--- config.mk ---
export PLATFORM = sky130hd
export DESIGN_NAME = tower_damage
export DESIGN_NICKNAME = d
export VERILOG_FILES = /design/src/rtl/clash_pkg.sv /design/src/rtl/tower_hp_cell.sv /design/src/rtl/tower_damage.sv
export SDC_FILE = /design/constraint.sdc
export NUM_CORES = 1
export LEC_CHECK = 0
export CORE_ASPECT_RATIO = 1.4
export CORE_MARGIN = 4
export CORE_UTILIZATION = 50
export DETAILED_ROUTE_END_ITERATION = 8
export MAX_ROUTING_LAYER = met4
export PLACE_DENSITY = 0.73
export SLEW_MARGIN = 20
export SYNTH_ARGS = -nofsm -noshare
export SYNTH_HDL_FRONTEND = slang
export SYNTH_HIERARCHICAL = 1
export SYNTH_SLANG_ARGS = --single-unit
--- constraint.sdc ---
create_clock -name vga_clk -period 7.3 [get_ports vga_clk]
set_clock_uncertainty 0.05 [all_clocks]
set_input_delay 1.095 -clock vga_clk [delete_from_list [all_inputs] [get_ports vga_clk]]
set_output_delay 1.095 -clock vga_clk [all_outputs]
set_load 0.01 [all_outputs]
--- src/rtl/clash_pkg.sv ---
// rtl/clash_pkg.sv - shared target codes, tower states and frame-count constants
package clash_pkg;

  typedef enum logic [2:0] {
    TGT_NONE  = 3'd0,
    TGT_RIGHT = 3'd1,
    TGT_LEFT  = 3'd2,
    TGT_KING  = 3'd3
  } target_code_e;

  localparam int FLASH_FRAMES = 8;
  localparam int REGEN_PERIOD = 64;

  localparam logic [1:0] ST_ALIVE     = 2'd0;
  localparam logic [1:0] ST_HIT       = 2'd1;
  localparam logic [1:0] ST_DESTROYED = 2'd2;

endpackage

--- src/rtl/tower_hp_cell.sv ---
// rtl/tower_hp_cell.sv - one tower: saturating HP register, ALIVE/HIT/DESTROYED FSM, flash counter
// Optional regeneration counter built only when TOWER_REGEN_EN is defined.
module tower_hp_cell
  import clash_pkg::*;
#(
  parameter int HP_W    = 6,
  parameter int INIT_HP = 40,
  parameter int DMG_W   = 4
) (
  input  logic             clk_i,
  input  logic             reset_i,
  input  logic             tick_i,
  input  logic [DMG_W-1:0] damage_i,
  output logic [HP_W-1:0]  hp_o,
  output logic             flash_o,
  output logic             destroyed_o
);

  localparam int CW = (HP_W > DMG_W) ? HP_W : DMG_W;
  localparam int FW = $clog2(FLASH_FRAMES);

  logic [1:0]      state_q, state_d;
  logic [HP_W-1:0] hp_q, hp_d;
  logic [FW-1:0]   flash_q, flash_d;
  logic [CW-1:0]   hp_ext, dmg_ext, new_hp;
  logic            hit;

`ifdef TOWER_REGEN_EN
  localparam int RW = $clog2(REGEN_PERIOD);
  logic [RW-1:0] regen_q, regen_d;
`endif

  assign hp_ext  = CW'(hp_q);
  assign dmg_ext = CW'(damage_i);
  assign new_hp  = (hp_ext >= dmg_ext) ? (hp_ext - dmg_ext) : '0;
  assign hit     = (damage_i != '0) && (state_q != ST_DESTROYED);

  always_comb begin
    state_d = state_q;
    hp_d    = hp_q;
    flash_d = flash_q;
`ifdef TOWER_REGEN_EN
    regen_d = regen_q;
`endif
    if (tick_i && (state_q != ST_DESTROYED)) begin
      if (hit) begin
`ifdef TOWER_REGEN_EN
        regen_d = '0;
`endif
        flash_d = '0;
        if (new_hp == '0) begin
          state_d = ST_DESTROYED;
          hp_d    = '0;
        end else begin
          state_d = ST_HIT;
          hp_d    = HP_W'(new_hp);
        end
      end else begin
        // flash_q counts hitless ticks since the last hit; the 8th one ends the flash
        if (state_q == ST_HIT) begin
          if (flash_q == FW'(FLASH_FRAMES - 1)) begin
            state_d = ST_ALIVE;
            flash_d = '0;
          end else begin
            flash_d = flash_q + 1'b1;
          end
        end
`ifdef TOWER_REGEN_EN
        if (regen_q == RW'(REGEN_PERIOD - 1)) begin
          regen_d = '0;
          if ((state_q == ST_ALIVE) && (hp_q < HP_W'(INIT_HP))) begin
            hp_d = hp_q + 1'b1;
          end
        end else begin
          regen_d = regen_q + 1'b1;
        end
`endif
      end
    end
  end

  always_ff @(posedge clk_i) begin
    if (reset_i) begin
      state_q <= ST_ALIVE;
      hp_q    <= HP_W'(INIT_HP);
      flash_q <= '0;
`ifdef TOWER_REGEN_EN
      regen_q <= '0;
`endif
    end else begin
      state_q <= state_d;
      hp_q    <= hp_d;
      flash_q <= flash_d;
`ifdef TOWER_REGEN_EN
      regen_q <= regen_d;
`endif
    end
  end

  assign hp_o        = hp_q;
  assign flash_o     = (state_q == ST_HIT);
  assign destroyed_o = (state_q == ST_DESTROYED);

endmodule

--- src/rtl/tower_damage.sv ---
// rtl/tower_damage.sv - vsync frame tick, per-tower hit counting, king shield, three tower cells
// Tower regeneration is enabled by defining TOWER_REGEN_EN.
module tower_damage
  import clash_pkg::*;
#(
  parameter int NUM_UNITS = 4,
  parameter int SIDE_HP   = 40,
  parameter int KING_HP   = 60,
  parameter int HIT_DMG   = 3
) (
  input  logic                   vga_clk,
  input  logic                   reset,
  input  logic                   vsync,
  input  logic [NUM_UNITS*3-1:0] attackindex,
  output logic [5:0]             hpr,
  output logic [5:0]             hpl,
  output logic [6:0]             hpk,
  output logic                   towerrd,
  output logic                   towerld,
  output logic                   kingd,
  output logic [2:0]             hit_flash,
  output logic                   game_over
);

  localparam int CNT_W = $clog2(NUM_UNITS + 1);
  localparam int DMG_W = $clog2(NUM_UNITS * HIT_DMG + 1);
  localparam int CW    = (DMG_W > 6) ? DMG_W : 6;

  logic [1:0]       vs_q;
  logic             frame_tick;
  logic [CNT_W-1:0] hits_r, hits_l, hits_k;
  logic [DMG_W-1:0] dmg_r, dmg_l, dmg_k_raw, dmg_k;
  logic             shield_open;
  logic             flash_r, flash_l, flash_k;

  always_ff @(posedge vga_clk) begin
    if (reset) vs_q <= '0;
    else       vs_q <= {vs_q[0], vsync};
  end

  assign frame_tick = vs_q[0] & ~vs_q[1];

  always_comb begin
    hits_r = '0;
    hits_l = '0;
    hits_k = '0;
    for (int u = 0; u < NUM_UNITS; u++) begin
      case (attackindex[3*u +: 3])
        TGT_RIGHT: hits_r = hits_r + 1'b1;
        TGT_LEFT:  hits_l = hits_l + 1'b1;
        TGT_KING:  hits_k = hits_k + 1'b1;
        default:   ;
      endcase
    end
  end

  assign dmg_r     = DMG_W'(hits_r) * DMG_W'(HIT_DMG);
  assign dmg_l     = DMG_W'(hits_l) * DMG_W'(HIT_DMG);
  assign dmg_k_raw = DMG_W'(hits_k) * DMG_W'(HIT_DMG);

  // A side tower falling in this very frame already opens the king to this frame's hits
  assign shield_open = towerrd || towerld
                    || ((dmg_r != '0) && (CW'(hpr) <= CW'(dmg_r)))
                    || ((dmg_l != '0) && (CW'(hpl) <= CW'(dmg_l)));
  assign dmg_k = shield_open ? dmg_k_raw : '0;

  tower_hp_cell #(.HP_W(6), .INIT_HP(SIDE_HP), .DMG_W(DMG_W)) u_right (
    .clk_i(vga_clk), .reset_i(reset), .tick_i(frame_tick), .damage_i(dmg_r),
    .hp_o(hpr), .flash_o(flash_r), .destroyed_o(towerrd)
  );

  tower_hp_cell #(.HP_W(6), .INIT_HP(SIDE_HP), .DMG_W(DMG_W)) u_left (
    .clk_i(vga_clk), .reset_i(reset), .tick_i(frame_tick), .damage_i(dmg_l),
    .hp_o(hpl), .flash_o(flash_l), .destroyed_o(towerld)
  );

  tower_hp_cell #(.HP_W(7), .INIT_HP(KING_HP), .DMG_W(DMG_W)) u_king (
    .clk_i(vga_clk), .reset_i(reset), .tick_i(frame_tick), .damage_i(dmg_k),
    .hp_o(hpk), .flash_o(flash_k), .destroyed_o(kingd)
  );

  assign hit_flash = {flash_k, flash_l, flash_r};
  assign game_over = kingd;

endmodule

==> flow_metrics.py <==
metrics = {
    "outcome": {
        "status": "finished, final reports clean",
    },
    "power": {
        "powerDensity_nw_per_um2": 145.3,
        "p_seq_frac": 0.365,
        "irDropWorstVdd_mv": 0.1078,
        "pwr-share-comb": 0.375,
        "p_int_w": 0.0003792,
        "power.leakage_nw": 1.628,
        "switching_share": 0.3497,
        "p_switching_w": 0.0002040,
        "clkPwrFrac": 0.260,
    },
    "route": {
        "via_count": 3050,
        "avgRoutedWirePerCell_um": 13.66,
        "drc": 0,
        "vias_per_cell": 5.607,
        "drtPass1Iterations": 5,
        "finalWirelength_mm": 7.430,
        "first_iter_violations": 175,
        "ant_nets": 0,
    },
    "die": {
        "floorplan.initialDensity": 0.5212,
        "fp.dieW_um": 78.40,
        "rows": 35,
        "ios": 41,
        "die_area_sq_um": 8355,
        "die_h_um": 106.6,
        "coreArea_sq_um": 6656,
    },
    "critical_path": {
        "ff2ff_setup_slack_ps": 3800,
        "reg2reg_depth": 14,
        "timing.critical_path.buf_inv": 3,
        "cp-start-kind": "input port",
        "required_ps": 7440,
        "rr_startpoint": "u_left/hp_o[1]",
        "r2r-end": "u_king/hp_o[6]",
        "slowest_delay_ps": 490,
        "cp_top_family": "adder cells",
        "crit_path_end_kind": "flip-flop",
        "crit_path_top_delay_cell": "clkdlybuf4s50_1",
        "crit_arrival_ps": 7020,
        "worstSetupPathType": "input port to flip-flop",
        "cp_max_fo": 4,
        "cp_common_cell": "ha_1",
        "cp_cell_sequence": "clkdlybuf4s50_1 > or3b_2 > inv_1 > ha_1 > xnor2_1 > inv_1 > ha_1 > mux2_2 > ha_1 > fa_1 > xor3_2 > ha_1 > and4_1 > a21oi_1 > a2111oi_4 > a2111oi_4 > nor2b_1 > ha_1 > fa_1 > nand2b_1 > o2bb2ai_2 > xnor2_1 > a31o_2 > a41o_1",
    },
    "timing": {
        "finalCritPeriodShare": 0.9420,
        "max_freq_mhz": 145.4,
        "drv_slew": 0,
        "slew_headroom": 0.6391,
        "period_minus_slack_ps": 6877,
        "fin_hold_ws_ps": 418.8,
        "setup_ws_ps": 423.2,
        "hold_viol_final": 0,
        "rsz0062_at_grt": "no",
        "final-setup-viol-count": 0,
        "worst_pin_slew_ps": 540.2,
    },
    "clock_tree": {
        "clock_latency_ps": 290,
        "cts_setup_buffers": 0,
        "cts.path.max_buffers": 2,
        "htree_levels": 2,
        "root_buffer": "clkbuf_8",
        "cts_tree": "built",
        "clk_pin_slew_ps": 70,
        "clock_sinks": 36,
        "cts_buffers": 5,
    },
    "placement": {
        "dp_cells": 536,
        "place_ws_ps": -16.66,
        "dpl.hpwl_mm": 5.935,
        "port_buffers": 40,
        "gp_congestion": 0.9071,
        "place_area_sq_um": 3920,
    },
    "grt": {
        "grt_overflow_total": 0,
        "antenna_found_initial": 0,
        "grt_max_degree": 30,
        "grtUsageTotal": 0.1962,
        "grt_pass1_wl_mm": 13.13,
        "grt_pass1_vias": 3069,
    },
    "yosys": {
        "yosysTopAreaCell": "dfxtp_1",
        "synth_area_leaders": "dfxtp_1 21%, ha_1 14%, inv_1 5.5%",
        "avgSynthCellArea_sq_um": 8.401,
        "ys_types": 71,
        "dominantRegCellSynth": "dfxtp_1",
        "postSynthCellCount": 413,
        "synth.top_cell.area_share": 0.2077,
        "synth-edff-count": 0,
        "synthesis.area_sq_um": 3470,
        "ys_ff_latch": 36,
        "yosysSeqAreaShare": 0.2077,
        "syn_nets": 474,
        "yosys_warnings": 6,
        "ys_async_sr_fraction": 0,
    },
    "worst_hold_path": {
        "min_from": "vs_q[0]",
        "hold_path_depth": 1,
        "hold_path_class": "flip-flop to flip-flop",
        "min_to": "vs_q[1]",
    },
    "job": {
        "maxCapViolations": 0,
    },
    "cells_and_area": {
        "diodes": 0,
        "fin_util": 0.6030,
        "nets": 512,
        "stdcell_count": 544,
        "drive_gt1_frac": 0.1062,
        "final_cell_area_sq_um": 4014,
        "fillers": 631,
        "syn_to_final_growth_pct": 15.69,
    },
}
-- cells by family (layout without fill, tap and decap cells) --
kind of cell / count (synthesis) / in the layout / share of synthesized area
AND/OR/NAND/NOR: 140 / 140 / 0.2369
AO/OA/AOI/OAI: 101 / 101 / 0.2182
buffers and inverters: 67 / 106 / 0.08907
adder cells (fa/ha/maj): 46 / 46 / 0.1789
flip-flops: 36 / 36 / 0.2077
XOR/XNOR: 19 / 19 / 0.05661
multiplexers: 4 / 4 / 0.01262
-- cells in the mapped netlist (4+ instances only) --
cell,n
ha_1,40
o21ai_0,12
xnor2_1,13
nand3_1,8
nor3_1,4
xor2_1,4
a22oi_1,15
inv_1,51
dfxtp_1,36
a31oi_1,4
fa_1,6
or4_1,4
buf_6,5
nor2b_1,12
a21oi_1,25
a21o_1,4
nand4_1,5
nand2_1,20
o31ai_1,5
nand3b_1,6
buf_4,4
nor2_1,42
nand2b_1,8
-- power by group through the flow --
stage | Clock (W) | Combinational [W] | Sequential, W
floorplan | 0 | 0.000163 | 0.000217
global placement | 0 | 0.000212 | 0.000217
detailed placement | 0 | 0.000217 | 0.000218
CTS | 0.000157 | 0.000218 | 0.000213
global route | 0.000166 | 0.000246 | 0.000214
finish | 0.000152 | 0.000218 | 0.000213
-- layout by cell type, fill, tap and decap left out, types with 7 or more instances in the layout --
master	synthesis	final
xnor2_1	13	13
inv_1	51	51
nand2_1	20	20
a21oi_1	25	25
a22oi_1	15	15
dfxtp_1	36	36
buf_4	4	7
ha_1	40	40
clkdlybuf4s50_1	0	40
nor2b_1	12	12
o21ai_0	12	12
nor2_1	42	42
nand3_1	8	8
nand2b_1	8	8
-- repair_timing --
item | 4_1_cts | 5_1_grt
setup endpoints to repair | 0 | 1
hold buffers | 0 | 0
gates resized for setup | 0 | 0
-- metal layers --
layer,routed length [um],GRT usage,share of wire
met2,4013,0.3756,0.54
met4,140,0.06500,0.019
met3,205,0.02542,0.028
met5,0,-,0
met1,3071,0.2034,0.41
-- worst max-delay path by stage --
stage,from,to,slack [ps],cells after the start
after CTS,attackindex[4],u_king/state_q[1],280,24
after global placement,attackindex[4],u_king/state_q[1],120,24
after floorplan,attackindex[3],u_king/state_q[1],670,23
after global routing,attackindex[3],u_king/state_q[1],60,24
after detailed placement,attackindex[4],u_king/state_q[1],-20,24
final,attackindex[4],u_king/state_q[1],420,24
-- registers in the layout, indices dropped and copies added, names as in the netlist --
signal and count:
u_king/flash_q 3, u_king/hp_o 7, u_king/state_q 2, u_left/flash_q 3, u_left/hp_o 6, u_left/state_q 2, u_right/flash_q 3, u_right/hp_o 6
u_right/state_q 2, vs_q 2
-- metrics by stage --
stage / setup TNS [ps] / power [W]
global route: 0 / 0.0006259
finish: 0 / 0.0005832
floorplan: 0 / 0.0003794
detailed placement: -16.66 / 0.0004345
global placement: 0 / 0.0004287
CTS: 0 / 0.0005888
-- final cells by class --
cell class / instances / area, sq um / area share
clock buffer: 7 / 86.33 / 0.02151
clock inverter: 1 / 7.507 / 0.001870
inverter: 51 / 191.4 / 0.04769
multi-input combinational: 310 / 2440 / 0.6079
sequential: 36 / 720.7 / 0.1796
tap: 92 / 115.1 / 0.02868
timing repair buffer: 47 / 452.9 / 0.1128
Power figures use the tool's default switching activity.
